`config.mk`:
```
export PLATFORM = sky130hd
export DESIGN_NAME = seg_scan_driver
export DESIGN_NICKNAME = d
export VERILOG_FILES = /design/src/rtl/seg_scan_driver.sv
export SDC_FILE = /design/constraint.sdc
export NUM_CORES = 1
export LEC_CHECK = 0
export ABC_AREA = 1
export BUFFER_PORTS_ARGS = -buffer_cell sky130_fd_sc_hd__buf_4
export CORE_MARGIN = 5
export CORE_UTILIZATION = 40
export DETAILED_ROUTE_END_ITERATION = 8
export GPL_ROUTABILITY_DRIVEN = 0
export PLACE_DENSITY = 0.59
export RECOVER_POWER = 100
export SLEW_MARGIN = 10
export SYNTH_ARGS = -nofsm -noshare
export SYNTH_HDL_FRONTEND = slang
export SYNTH_SLANG_ARGS = --single-unit
```
`constraint.sdc`:
```
create_clock -name clk -period 3 [get_ports clk]
set_input_delay 0.15 -clock clk [delete_from_list [all_inputs] [get_ports clk]]
set_output_delay 0.15 -clock clk [all_outputs]
set_load 0.02 [all_outputs]
```
`src/rtl/seg_scan_driver.sv`:
```
// seg_scan_driver: multiplexed 7-segment scanner with frame snapshot, leading-zero suppression and blink
module seg_scan_driver #(
    parameter int DIGITS       = 8,
    parameter int SCAN_DIV     = 50000,
    parameter int BLINK_FRAMES = 64
) (
    input  logic                  clk,
    input  logic                  rst,
    input  logic [4*DIGITS-1:0]   bcd,
    input  logic [DIGITS-1:0]     dp_in,
    input  logic [DIGITS-1:0]     blink_mask,
    input  logic                  lz_blank,
    output logic [7:0]            seg,
    output logic [DIGITS-1:0]     an,
    output logic                  frame_start
);
    localparam int PW = $clog2(SCAN_DIV);
    localparam int DW = $clog2(DIGITS);
    localparam int CW = $clog2(BLINK_FRAMES + 1);

    logic [PW-1:0]       p;
    logic [DW-1:0]       d;
    logic [4*DIGITS-1:0] f_bcd;
    logic [DIGITS-1:0]   f_dp;
    logic [DIGITS-1:0]   f_mask;
    logic                f_lz;
    logic                f_phase;
    logic [CW-1:0]       frame_cnt;
    logic                blink_phase;
    logic                snap;
    logic                p_wrap;
    logic                cnt_wrap;
    logic                run;
    logic [DIGITS-1:0]   sup;
    logic [3:0]          val;
    logic [6:0]          glyph;
    logic                blank;

    function automatic logic [6:0] decode(input logic [3:0] v);
        case (v)
            4'd0:    decode = 7'b0000001;
            4'd1:    decode = 7'b1001111;
            4'd2:    decode = 7'b0010010;
            4'd3:    decode = 7'b0000110;
            4'd4:    decode = 7'b1001100;
            4'd5:    decode = 7'b0100100;
            4'd6:    decode = 7'b0100000;
            4'd7:    decode = 7'b0001111;
            4'd8:    decode = 7'b0000000;
            4'd9:    decode = 7'b0001100;
            default: decode = 7'b1111111;
        endcase
    endfunction

    always_comb begin
        snap     = (p == '0) && (d == '0);
        p_wrap   = p == PW'(SCAN_DIV - 1);
        cnt_wrap = frame_cnt == CW'(BLINK_FRAMES - 1);
        val      = f_bcd[4*d +: 4];
        glyph    = decode(val);
    end

    // a zero run from the top digit stays suppressed until a non-zero or dp digit; digit 0 is always shown
    always_comb begin
        run = f_lz;
        sup = '0;
        for (int i = DIGITS - 1; i > 0; i--) begin
            run    = run & (f_bcd[4*i +: 4] == 4'd0) & ~f_dp[i];
            sup[i] = run;
        end
        blank = sup[d] | (f_phase & f_mask[d]);
    end

    always_ff @(posedge clk) begin
        if (rst) begin
            p           <= '0;
            d           <= '0;
            f_bcd       <= '0;
            f_dp        <= '0;
            f_mask      <= '0;
            f_lz        <= 1'b0;
            f_phase     <= 1'b0;
            frame_cnt   <= '0;
            blink_phase <= 1'b0;
            seg         <= 8'hFF;
            an          <= '1;
            frame_start <= 1'b0;
        end else begin
            p <= p_wrap ? '0 : p + 1'b1;
            if (p_wrap)
                d <= (d == DW'(DIGITS - 1)) ? '0 : d + 1'b1;
            // the phase toggled at this snapshot is latched into the frame at the next one
            if (snap) begin
                f_bcd       <= bcd;
                f_dp        <= dp_in;
                f_mask      <= blink_mask;
                f_lz        <= lz_blank;
                f_phase     <= blink_phase;
                frame_cnt   <= cnt_wrap ? '0 : frame_cnt + 1'b1;
                blink_phase <= cnt_wrap ? ~blink_phase : blink_phase;
            end
            frame_start <= snap;
            an          <= (p == '0) ? '1 : ~(DIGITS'(1) << d);
            seg         <= ((p == '0) || blank) ? 8'hFF : {glyph, ~f_dp[d]};
        end
    end
endmodule

```
# Word level (Yosys, flattened, before mapping)
# Memory sizes are Yosys's and may differ from the RTL's. A register that Yosys moved wholly into a read port is not among the register bits.
# Cells that the tools add are included.
# totals
output_inout_bits,17
elab_cells,71
inputBits,51
register_bits,94
mem_bits_ro,112
mem_count,1
# classes
shift,2
reduce_logical,15
addsub,3
n_bitwise,26
order_cmp,1
n_eq_ne,3
n_mux,8
# memory_table
memory,depth,width,rd,rd_ports_with_merged_regs,wr,line_no,text
(no name shown),16,7,1,1,0,40,case (v)
# ops
op,n
variable part select 32 x 6 -> 4 bit,1
logical NOT 4 bit,7
"adder 16 x 1 -> 16 bit, second input constant",1
"equality test 16 bit, second input constant",1
logical NOT 16 bit,1
AND 1 bit,15
binary-select mux 1 bit (select 3 bit),3
inverter 1 bit,9
inverter 8 bit,1
"<< shifter 1 x 3 -> 8 bit, first input constant",1
"adder 7 x 1 -> 7 bit, second input constant",1
"equality test 7 x 6 -> 1 bit, second input constant",1
2-to-1 mux 7 bit,1
OR reduction 2 bit,3
"< comparator 3 x 4 -> 1 bit, second input constant",1
"adder 3 x 1 -> 3 bit, second input constant",1
"equality test 3 bit, second input constant",1
logical NOT 3 bit,1
2-to-1 mux 1 bit,3
2-to-1 mux 3 bit,1
AND reduction 2 bit,1
logical AND 1 bit,1
logical OR 1 bit,1
bitwise OR 1 bit,1

# Longest topological paths before layout
# logic_depth
ltp_word,20
depth_mapped,12
depth_no_buf,11

# Least setup slack after synthesis
# OpenSTA, ideal clock, no wires.
# synth_path
kind,flip-flop to flip-flop
from,register d[0]
to,register seg[1]
t_required_ns,2.870
setup_ns,0.130
period_less_slack_ns,1.729
arrival_ns,1.599
setup_slack_ns,1.271
n_path_buf,2
stages_incl_launch_ff,13
path_cell_list,dfxtp_1 -> buf_4 -> buf_2 -> nand2_1 -> nand3_1 -> nand3_1 -> nand2_1 -> inv_1 -> ha_1 -> inv_1 -> nand3_1 -> nand3_1 -> nand4_1
# synth_between
elab_chain_len,6
elab_cells_between_ends,9
cone_classes,shift: 1; mux: 4; bitwise: 2; reduce/logical: 2
# synth_rtl
element,line_no,text
start: declaration,22,logic [DW-1:0] d;
start signal: assignment,91,d <= (d == DW'(DIGITS - 1)) ? '0 : d + 1'b1;
binary-select mux 1 bit (select 3 bit),71,blank = sup[d] | (f_phase & f_mask[d]);
2-to-1 mux 1 bit (implied by the code),71,
AND 1 bit,71,
bitwise OR 1 bit,71,
logical OR 1 bit,104,"seg <= ((p == '0) || blank) ? 8'hFF : {glyph, ~f_dp[d]};"
OR reduction 2 bit (no source line),n/a,
end: declaration,13,"output logic [7:0] seg,"
# Several ways; a longest one is shown, not always the timed one. The select of a mux whose other input is x is not followed.
# A chain may end at the register's enable or synchronous reset.

# Final worst setup path
# layout_path
from,register d[2]
to,register f_bcd[9]
# layout_between
elab_chain_len,2
# layout_rtl
element,line_no,text
logical NOT 3 bit,56,snap = (p == '0) && (d == '0);
logical AND 1 bit,56,
end signal: assignment,78,f_bcd <= '0;
end signal: assignment,94,f_bcd <= bcd;
end: declaration,23,logic [4*DIGITS-1:0] f_bcd;
# Every way passes these cells.

==> results.toml <==
[yosys]
synth.avg_cell_area_um2 = 7.25
syn_nets = 695
ys_types = 34
synth_most_common_cell = "nand2_1"
ys_seq_area_frac = 0.413
synth_area_leaders = "dfxtp_1 41%, nand2_1 10%, a21oi_1 7.7%"
syn_inst = 629
syn_area_mm2 = 0.00456
ys_async_sr_fraction = 0
yosysTopAreaCell = "dfxtp_1"
ys_warn_count = 0
yosys_register_bits = 94
synthFlopType = "dfxtp_1"
synth_top_area_frac = 0.413
synth-edff-count = 0
synth_top_cells_by_count = "126 x nand2_1, 94 x dfxtp_1, 72 x inv_1"

[flow_run]
maxCapViolCount = 0

[min_path]
hp-class = "in2reg"

[worst_setup_path]
reg2reg_to = "f_bcd[9]"
rr_worst_depth = 6
worstSetupEndpoint = "f_bcd[9]"
criticalPathCategory = "reg2reg"
regToRegSetupSlack_ns = 0.61
crit_path_end_kind = "flop"
startpoint_type = "flop"
cp.arrival_ns = 2.58
r2r_start = "d[2]"
startpoint = "d[2]"
worstPathRequired_ns = 3.19
worst-path-max-fanout = 82

[floorplanning]
die_h_um = 117
core_area_mm2 = 0.0113
initial_core_util = 0.404
die-area_mm2 = 0.0136
top_level_ports = 68
die_w_um = 117
rows = 39

[pwr]
ir_drop_mv = 0.395
leakage_nw = 2.31
p_per_area_mw_per_mm2 = 547

[global_route]
grt-ovfl-total = 0
antenna_found_initial = 0
grt_usage = 0.164
grt_busiest_layer = "met2"
met1_usage = 0.197
grt_pass1_vias = 3807
grt_pass1_wl_mm = 17.7
grt_max_degree = 83
grt_use_met2 = 0.288
grt_use_met3 = 0.0477

[timing]
hold_viol = 0
rsz0062_at_grt = "false"
period_needed_ns = 2.39
max_slew_margin = 0.480
drv_slew = 0
holdWs_ns = 0.0657
period_share = 0.796
final-setup-viol-count = 0
worstMarginPinSlew_ns = 0.780
fmax_mhz = 419
tns_ns = 0
fin_worst_skew_ns = 0.00471

[placement]
placed_area_mm2 = 0.00511
io_buffers = 67
dp_hpwl_mm = 7.82

[drt]
drt.antenna.violating_nets = 0
via_count = 4131
firstDrtPassIters = 5
drc_errors = 0
wl_per_cell_um = 13.0
routed_via_density = 4.97
drt_wl_total_mm = 10.8
drt_iter0_drc = 202

[clocking]
ctsHoldBuffers = 0
cts.path.max_buffers = 2
cts_tree = "done"
cts_setup_buffers = 0
cts.sink_count = 94
clock-root-buffer = "clkbuf_16"
cts_max_level = 3
cts.clk_slew.worst_paths_ns = 0.06
numCtsBuffers = 9
post_cts_resized = 0
worst_skew_pair.late_latency_ns = 0.34

[finish]
n_fill_cell = 1131
final_cell_area_mm2 = 0.00528
layout-drive-gt1-share = 0.131
n_antenna_cell = 0
area_growth_pct = 15.7
fin_nets = 750
finish.utilization = 0.468

[outcome]
outcome = "complete, no violations"
worst min path at each step:
stage                  start  endpoint  cells after the start
global placement    lz_blank      f_lz                      3
global route        dp_in[6]   f_dp[6]                      3
detailed placement  lz_blank      f_lz                      3
floorplan           dp_in[0]   f_dp[0]                      2
finish              dp_in[0]   f_dp[0]                      3
CTS                 lz_blank      f_lz                      3
metrics by stage:
step	setup slack (ns)	cells	power, mW
after global routing	0.278	831	3.06
after global placement	0.880	816	1.89
final	0.611	831	2.89
after detailed placement	0.771	816	1.90
after CTS	0.757	831	2.95
after floorplan	1.27	629	1.76
layer usage:
metal  share of wire  vias up  routed length, µm
li1                -     2151                  -
met4           0.011        0                123
met2            0.50       76               5430
met3           0.056       16                609
met1            0.43     1888               4670
met5               0        -                  0
critical path, stage by stage, from the launching register on:
cell and delay (ns):
dfxtp_1 0.42, inv_1 0.40, nand2_1 0.09, inv_1 0.16, nand3_4 0.59, o21ai_0 0.46
a21oi_1 0.07
kinds of logic after synthesis:
group | synth area share
flip-flops | 0.413
adder cells (fa/ha/maj) | 0.0412
AO/OA/AOI/OAI | 0.147
AND/OR/NAND/NOR | 0.289
buffers and inverters | 0.102
XOR/XNOR | 0.00769
cell usage in the layout, fill, tap and decap left out, drive strengths merged:
| cell | Yosys | final |
|---|---|---|
| nand4 | 16 | 16 |
| dfxtp | 94 | 94 |
| clkinv | 1 | 2 |
| o211ai | 1 | 1 |
| xnor2 | 1 | 1 |
| nor3 | 3 | 3 |
| clkbuf | 9 | 32 |
| nand3b | 2 | 2 |
| nor2 | 53 | 53 |
| o21ai | 58 | 58 |
| ha | 15 | 15 |
| nor4 | 1 | 1 |
| a31oi | 1 | 1 |
| buf | 19 | 54 |
| inv | 77 | 77 |
| a21oi | 72 | 72 |
| xor2 | 3 | 3 |
| nand2 | 133 | 133 |
| or2 | 3 | 3 |
| nor3b | 3 | 3 |
| nand3 | 64 | 64 |
registers in the layout, indices dropped and copies added (netlist names), 3 cells and up:
| signal | flops |
|---|---|
| an | 8 |
| f_dp | 8 |
| f_bcd | 32 |
| seg | 8 |
| d | 3 |
| p | 16 |
| frame_cnt | 7 |
| f_mask | 8 |
cell type report:
type | instances | area (µm²) | area share
clock buffer | 14 | 264 | 0.0500
clock inverter | 1 | 5.00 | 0.000949
inverter | 78 | 294 | 0.0557
multi-input combinational | 429 | 2180 | 0.413
sequential | 94 | 1880 | 0.357
tap | 143 | 179 | 0.0339
timing repair buffer | 72 | 473 | 0.0896
power by group:
part / internal [mW] / total [mW] / switching, mW
Clock: 0.602 / 1.04 / 0.441
Combinational: 0.164 / 0.457 / 0.293
Sequential: 1.35 / 1.39 / 0.0383
(Power assumes the default switching activity.)
